### src/rtl/decoder_2to4_stream.sv
// Streaming binary-to-one-hot decoder with a 2-entry output skid FIFO and
// saturating per-line hit counters, updated on each popped word.
module decoder_2to4_stream #(
    parameter  int SEL_W = 2,
    parameter  int CNT_W = 8,
    localparam int OUT_W = 1 << SEL_W
) (
    input  logic                   clk,
    input  logic                   rst_n,
    input  logic                   in_valid,
    output logic                   in_ready,
    input  logic                   in_en,
    input  logic [SEL_W-1:0]       in_code,
    output logic                   out_valid,
    input  logic                   out_ready,
    output logic [OUT_W-1:0]       out_onehot,
    input  logic                   cnt_clr,
    output logic [OUT_W*CNT_W-1:0] hit_cnt
);

    typedef enum logic [1:0] {
        EMPTY = 2'd0,
        ONE   = 2'd1,
        FULL  = 2'd2
    } state_t;

    state_t                        state_q, state_d;
    logic [OUT_W-1:0]              head_q, head_d;
    logic [OUT_W-1:0]              tail_q, tail_d;
    logic [OUT_W-1:0][CNT_W-1:0]   cnt_q, cnt_d;
    logic [OUT_W-1:0]              word;
    logic                          push;
    logic                          pop;

    // rst_n gates in_ready so nothing is offered as accepted while in reset.
    assign in_ready   = rst_n && (state_q != FULL);
    assign out_valid  = (state_q != EMPTY);
    assign out_onehot = head_q;
    assign hit_cnt    = cnt_q;
    assign push       = in_valid && in_ready;
    assign pop        = out_valid && out_ready;

    always_comb begin
        word = '0;
        if (in_en) begin
            word[in_code] = 1'b1;
        end
    end

    // head_q is forced to zero whenever the FIFO drains so out_onehot=0 when idle.
    always_comb begin
        state_d = state_q;
        head_d  = head_q;
        tail_d  = tail_q;
        case (state_q)
            EMPTY: begin
                if (push) begin
                    head_d  = word;
                    state_d = ONE;
                end
            end
            ONE: begin
                if (push && pop) begin
                    head_d = word;
                end else if (push) begin
                    tail_d  = word;
                    state_d = FULL;
                end else if (pop) begin
                    head_d  = '0;
                    state_d = EMPTY;
                end
            end
            FULL: begin
                if (pop) begin
                    head_d  = tail_q;
                    tail_d  = '0;
                    state_d = ONE;
                end
            end
            default: begin
                head_d  = '0;
                tail_d  = '0;
                state_d = EMPTY;
            end
        endcase
    end

    // Clear wins over a same-cycle increment; counters stop at all-ones.
    always_comb begin
        cnt_d = cnt_q;
        for (int k = 0; k < OUT_W; k++) begin
            if (cnt_clr) begin
                cnt_d[k] = '0;
            end else if (pop && head_q[k] && (cnt_q[k] != {CNT_W{1'b1}})) begin
                cnt_d[k] = cnt_q[k] + 1'b1;
            end
        end
    end

    always_ff @(posedge clk) begin
        if (!rst_n) begin
            state_q <= EMPTY;
            head_q  <= '0;
            tail_q  <= '0;
            cnt_q   <= '0;
        end else begin
            state_q <= state_d;
            head_q  <= head_d;
            tail_q  <= tail_d;
            cnt_q   <= cnt_d;
        end
    end

endmodule

### config.mk
export PLATFORM = sky130hd
export DESIGN_NAME = decoder_2to4_stream
export DESIGN_NICKNAME = d
export VERILOG_FILES = /design/src/rtl/decoder_2to4_stream.sv
export SDC_FILE = /design/constraint.sdc
export NUM_CORES = 1
export LEC_CHECK = 0
export CAP_MARGIN = 20
export CORE_MARGIN = 2
export CORE_UTILIZATION = 50
export CTS_BUF_LIST = sky130_fd_sc_hd__clkbuf_2 sky130_fd_sc_hd__clkbuf_4 sky130_fd_sc_hd__clkbuf_8
export DETAILED_ROUTE_END_ITERATION = 16
export GPL_TIMING_DRIVEN = 0
export PLACE_DENSITY = 0.89
export SYNTH_ARGS = -nofsm -noshare
export SYNTH_HDL_FRONTEND = slang
export SYNTH_SLANG_ARGS = --single-unit
### constraint.sdc
create_clock -name clk -period 1.75 [get_ports clk]
set_input_delay 0.2625 -clock clk [delete_from_list [all_inputs] [get_ports clk]]
set_output_delay 0.2625 -clock clk [all_outputs]
set_load 0.005 [all_outputs]
; ---- Word level (Yosys, flattened, before mapping)
; Index checks and enable logic that the tools add are counted.
[word_totals]
ff_bits = 42
latch_bits = 0
ram_bits = 0
romBits = 0
input_bits = 8
output_inout_bits = 38
wordCells = 65
memories = 0
[op_classes]
n_addsub = 4
multipliers = 0
n_div = 0
magnitude_cmp = 2
eq_ne = 14
shift = 0
n_mux = 17
n_bitwise = 2
n_reduce_logical = 19
[ops]
columns = operator, n
row1 = "8-bit by 1-bit adder with 8-bit output, second input constant", 4
row2 = "8-bit != test, second input constant", 4
row3 = 4-bit 2-to-1 mux, 7
row4 = 4-bit case mux with 3 select lines, 2
row5 = 1-bit logical AND, 13
row6 = 4-bit AND reduction, 3
row7 = 2-bit 2-to-1 mux, 5
row8 = "2-bit != test, second input constant", 5
row9 = "3-bit != test, second input constant", 3
row10 = 2-bit case mux with 3 select lines, 1
row11 = "2-bit by 3-bit less-than comparator with 1-bit output, second input constant", 1
row12 = 1-bit demux with 2-bit select, 1
row13 = "2-bit by 1-bit equality test with 1-bit output, second input constant", 1
row14 = "2-bit equality test, second input constant", 1
row15 = "2-bit by 1-bit greater-or-equal comparator with 1-bit output, second input constant", 1
row16 = 2-bit logical NOT, 1
row17 = 1-bit NOT, 2
row18 = 2-bit nonzero test, 1
row19 = 2-bit OR reduction, 1
row20 = 1-bit 2-to-1 mux, 1

; ---- Logic depth before layout (Yosys ltp)
[logic_depth]
depth_word = 8
mapped_depth = 6
mapped_depth_nobuf = 5

; ---- Worst setup path after synthesis
; Ideal clock, no wire load.
[synth_timing]
path_type = reg-to-reg
startpoint = register cnt_q (netlist bit hit_cnt[0])
endpoint = register cnt_q (netlist bit hit_cnt[1])
setup_ns = 0.128
t_arrival_ns = 1.414
t_required_ns = 1.622
setup_slack_ns = 0.208
stages_incl_launch_ff = 6
n_path_buf = 0
synth_period_minus_slack_ns = 1.542
cell_sequence = dfxtp_1 ha_1 nand4_1 o21ai_0 mux2i_1 nor2_1
[synth_between]
elab_chain_len = 2
word_cells_on_any_way = 3
cone_classes = 1 x add/sub / 1 x eq/ne / 1 x reduce/logical
[synth_rtl]
columns = element, line_no
row1 = "start, declared", 30  ; logic [OUT_W-1:0][CNT_W-1:0] cnt_q, cnt_d;
row2 = "start signal, assigned", 110  ; cnt_q <= cnt_d;
row3 = branches (longest 2 deep; another with 8-bit by 1-bit adder with 8-bit output), -
; Parallel ways; which one is timed is not known.
; A chain may end at the register's enable or synchronous reset.

; ---- Final worst setup path
[layout_timing]
startpoint = register state_q[0]
endpoint = output out_valid
[layout_between]
elab_chain_len = 1
[layout_rtl]
columns = element, line_no
row1 = "start, declared", 27  ; state_t state_q, state_d;
row2 = "start signal, assigned", 107  ; state_q <= state_d;
row3 = 2-bit nonzero test, 37  ; assign out_valid = (state_q != EMPTY);
row4 = "end, declared", 14  ; output logic out_valid,
; Every way passes these cells.

==> implementation parameters <==
Parameter                              Value

Timing
  Number of endpoints with negative hold slack in the final report ... 0
  Layout Skew ... 8.64 ps
  RSZ-0062 raised after global routing ... false
  Actual slew at the worst max-slew pin ... approximately 460 ps
  Worst slew margin ... 0.692
  Worst Hold Margin ... between 400 and 500 ps
  Ratio of final minimum period to clock period ... 0.949
  Minimum period implied by the final worst setup slack ... between 1500 and 2000 ps
  Peak clock frequency supported by timing ... between 600 and 700 MHz
  Count of pins over their slew limit ... 0
  Final setup vio count ... 0

Place
  Post-DP HPWL ... approximately 3500 um
  Instance area at placement ... between 2000 and 3000 sq um
  Input/output buffers ... 45
  Final RePlAce weighted congestion ... 0.886

Power and ir drop
  Maximum vdd drop ... a little under 0.0005 V
  Static leakage ... a little under 1 nW
  Power density cells ... 624 nW/um^2
  Total Power Consumption ... between 0.0015 and 0.002 W

Route
  Vias post-DR ... between 2k and 2.5k
  Wire per inst ... around 14 um
  Vias per cell ... approximately 5.9
  Initial detailed-routing violation count ... about 170
  DRT Pass-1 Iters ... 5
  Detailed-route DRC error count ... 0
  Overall routed net length ... 4920 um
  Number of routed nets with antenna violations ... 0

Outcome
  Outcome ... finished clean

Flow run
  Max Cap Viol ... 0

Synth
  Most used flip-flop cell after synthesis ... dfxtp_1
  Average cell area after synthesis ... 8.49 sq um
  Async set-reset flop share out of synthesis ... 0
  Post-synth design cell area ... ~2100 sq um
  Register bit total from synthesis ... between 40 and 50
  Synthesized Nets ... 264
  Top post-synthesis cells by area ... dfxtp_1, nand3_1, mux2i_1
  Portion of synthesized cell area occupied by the leading cell type ... 0.393
  Yosys cell types ... 43
  Synth Warn # ... 0
  Portion of the post-synthesis area used by sequential elements ... 0.393
  Cells after synthesis ... 252
  Count of flip-flops with a built-in enable after synthesis ... 0
  Post-synth top area cell ... dfxtp_1
  Dominant cell by count in the synthesized netlist ... dfxtp_1
  Most used standard cells in the synthesized netlist ... dfxtp_1, nand3_1, nor2_1

Setup path
  Largest fanout on the critical path ... 10
  Data required time of the worst path ... around 1500 ps
  Type of the worst setup path ... register to primary output
  Data arrival at the endpoint of the critical path ... 1400 ps
  Worst Reg2Reg Path Length in Cells ... 5
  Kind of launch point of the worst setup path ... register
  Sort of element at the end of the critical path ... primary output

Layout
  Finished Cell Area ... ~2800 sq um
  Layout cells sized above 1 ... 0.0689
  Diode count ... 0
  Number of filler cells placed in the layout ... about 330
  Area delta synth->final ... 29.6%
  Number of nets at the end of the flow ... around 320

Global routing
  Maximum number of pins on one net before global-route repair ... 15
  Wire length of the first global-routing pass ... 8630 um
  Number of antenna violations at the first check in global routing ... 0
  GRT Overall Usage ... 0.215
  Number of global-route vias before repair ... approximately 1.9k
  GR Overflow Total ... 0

Clocking
  TritonCTS buffer count ... 5
  Clk slew on worst S/H paths ... around 90 ps
  Latest clock arrival within the worst-skew pair ... 300 ps
  TritonCTS clock tree ... done
  Clock buffer depth ... 2
  Root cell of the clock tree ... clkbuf_8
  Number of levels the H-tree was split into ... 2
  Clock sink count ... 42

Floorplan
  Height of the chip ... around 69 um
  Total die area ... 4820 sq um
  I/O pin cnt ... 46
  Core area ... between 4000 and 5000 sq um
  Chip width ... 69.4 um
  Starting density of the core ... 0.527
  Std-Cell Rows ... 23

Hold path
  Worst hold path type ... primary input to register
  Worst Hold Depth ... 2
==> placed cells by master, fill, tap and decap left out, drive strengths merged, types with 2 or more instances in the layout <==
cell type | Yosys | final
nand2 | 16 | 16
clkdlybuf4s50 | 0 | 41
a31oi | 4 | 4
nand2b | 3 | 3
o31ai | 7 | 7
buf | 5 | 5
nand3 | 19 | 19
nor2 | 18 | 18
and4 | 4 | 4
nor3b | 3 | 3
or4 | 7 | 7
nor2b | 6 | 6
xor2 | 6 | 6
nor3 | 9 | 9
o211ai | 7 | 7
clkbuf | 4 | 9
o21a | 5 | 5
dfxtp | 42 | 42
xnor2 | 2 | 2
or3 | 4 | 4
nor4b | 3 | 3
o21ai | 16 | 16
a21oi | 17 | 17
inv | 8 | 8
and3 | 2 | 2
dlygate4sd2 | 0 | 3
nand4 | 5 | 5
ha | 4 | 4
o211a | 4 | 4
mux2i | 9 | 9
clkinv | 0 | 2
a22oi | 2 | 2
==> layer usage <==
| metal | vias up | wire, um | track usage |
|---|---|---|---|
| met5 | - | 0 | 0 |
| met4 | 0 | 82 | 0.0806 |
| met3 | 9 | 276 | 0.0494 |
| met2 | 57 | 2340 | 0.350 |
| met1 | 982 | 2220 | 0.277 |
| li1 | 1057 | - | - |
==> worst paths after layout <==
| check | start | to | slack, ps |
|---|---|---|---|
| setup / recovery | state_q[0] | out_valid | 90 |
| hold / removal | rst_n | state_q[1] | 490 |
| hold reg to reg | hit_cnt[9] | hit_cnt[9] | 510 |
| setup reg to reg | hit_cnt[0] | hit_cnt[1] | 120 |
==> cells by family (layout without fill, tap and decap cells) <==
| group | count (synthesis) | after routing | share of synthesized area |
|---|---|---|---|
| compound gates | 68 | 68 | 0.212 |
| xor+xnor | 8 | 8 | 0.0327 |
| simple gates | 104 | 104 | 0.265 |
| mux | 9 | 9 | 0.0421 |
| buf+inv | 17 | 70 | 0.0322 |
| flops | 42 | 42 | 0.393 |
| fa+ha+maj | 4 | 4 | 0.0234 |
==> power by group <==
part	switching, W	internal, W	leakage (nW)	total [W]
sequential	0.00000615	0.000959	0.340	0.000965
clock	0.000352	0.000280	0.0441	0.000632
combinational	0.0000754	0.0000571	0.585	0.000133
==> what timing repair did <==
action	CTS	global route
pin swaps	0	0
gates resized for setup	13	3
hold buffers	0	0
buffers inserted	1	0
cloned	0	0
endpoints found under the setup margin	5	7
==> layout make-up <==
cell class,instances,area (sq um),share of cell area
Multi-Input combinational cell,193,1240,0.448
Sequential cell,42,848,0.306
Timing Repair Buffer,46,457,0.165
Clock buffer,5,68.8,0.0248
Tap cell,50,62.6,0.0226
Buffer,8,43.8,0.0158
Inverter,8,30.0,0.0108
Clock inverter,3,21.3,0.00767
==> flip-flops by register name (all words and copies together), names as in the netlist <==
signal      count
tail_q          4
state_q         2
out_onehot      4
hit_cnt        32
==> metrics by stage <==
step           utilization  worst slack, ps  cells  setup TNS, ps
2_1_floorplan            -              208    252              0
3_3_place_gp         0.654             -439    347          -7220
5_1_grt              0.683            0.849    355              0
4_1_cts              0.682             63.5    355              0
6_report             0.683             89.7    355              0
3_5_place_dp         0.654             -433    347          -7250
==> worst max-delay path: stages (launching register included) <==
cell and delay, ps:
dfxtp_4 370, buf_6 140, or2_2 310, dlygate4sd2_1 270
(Power assumes the default switching activity.)
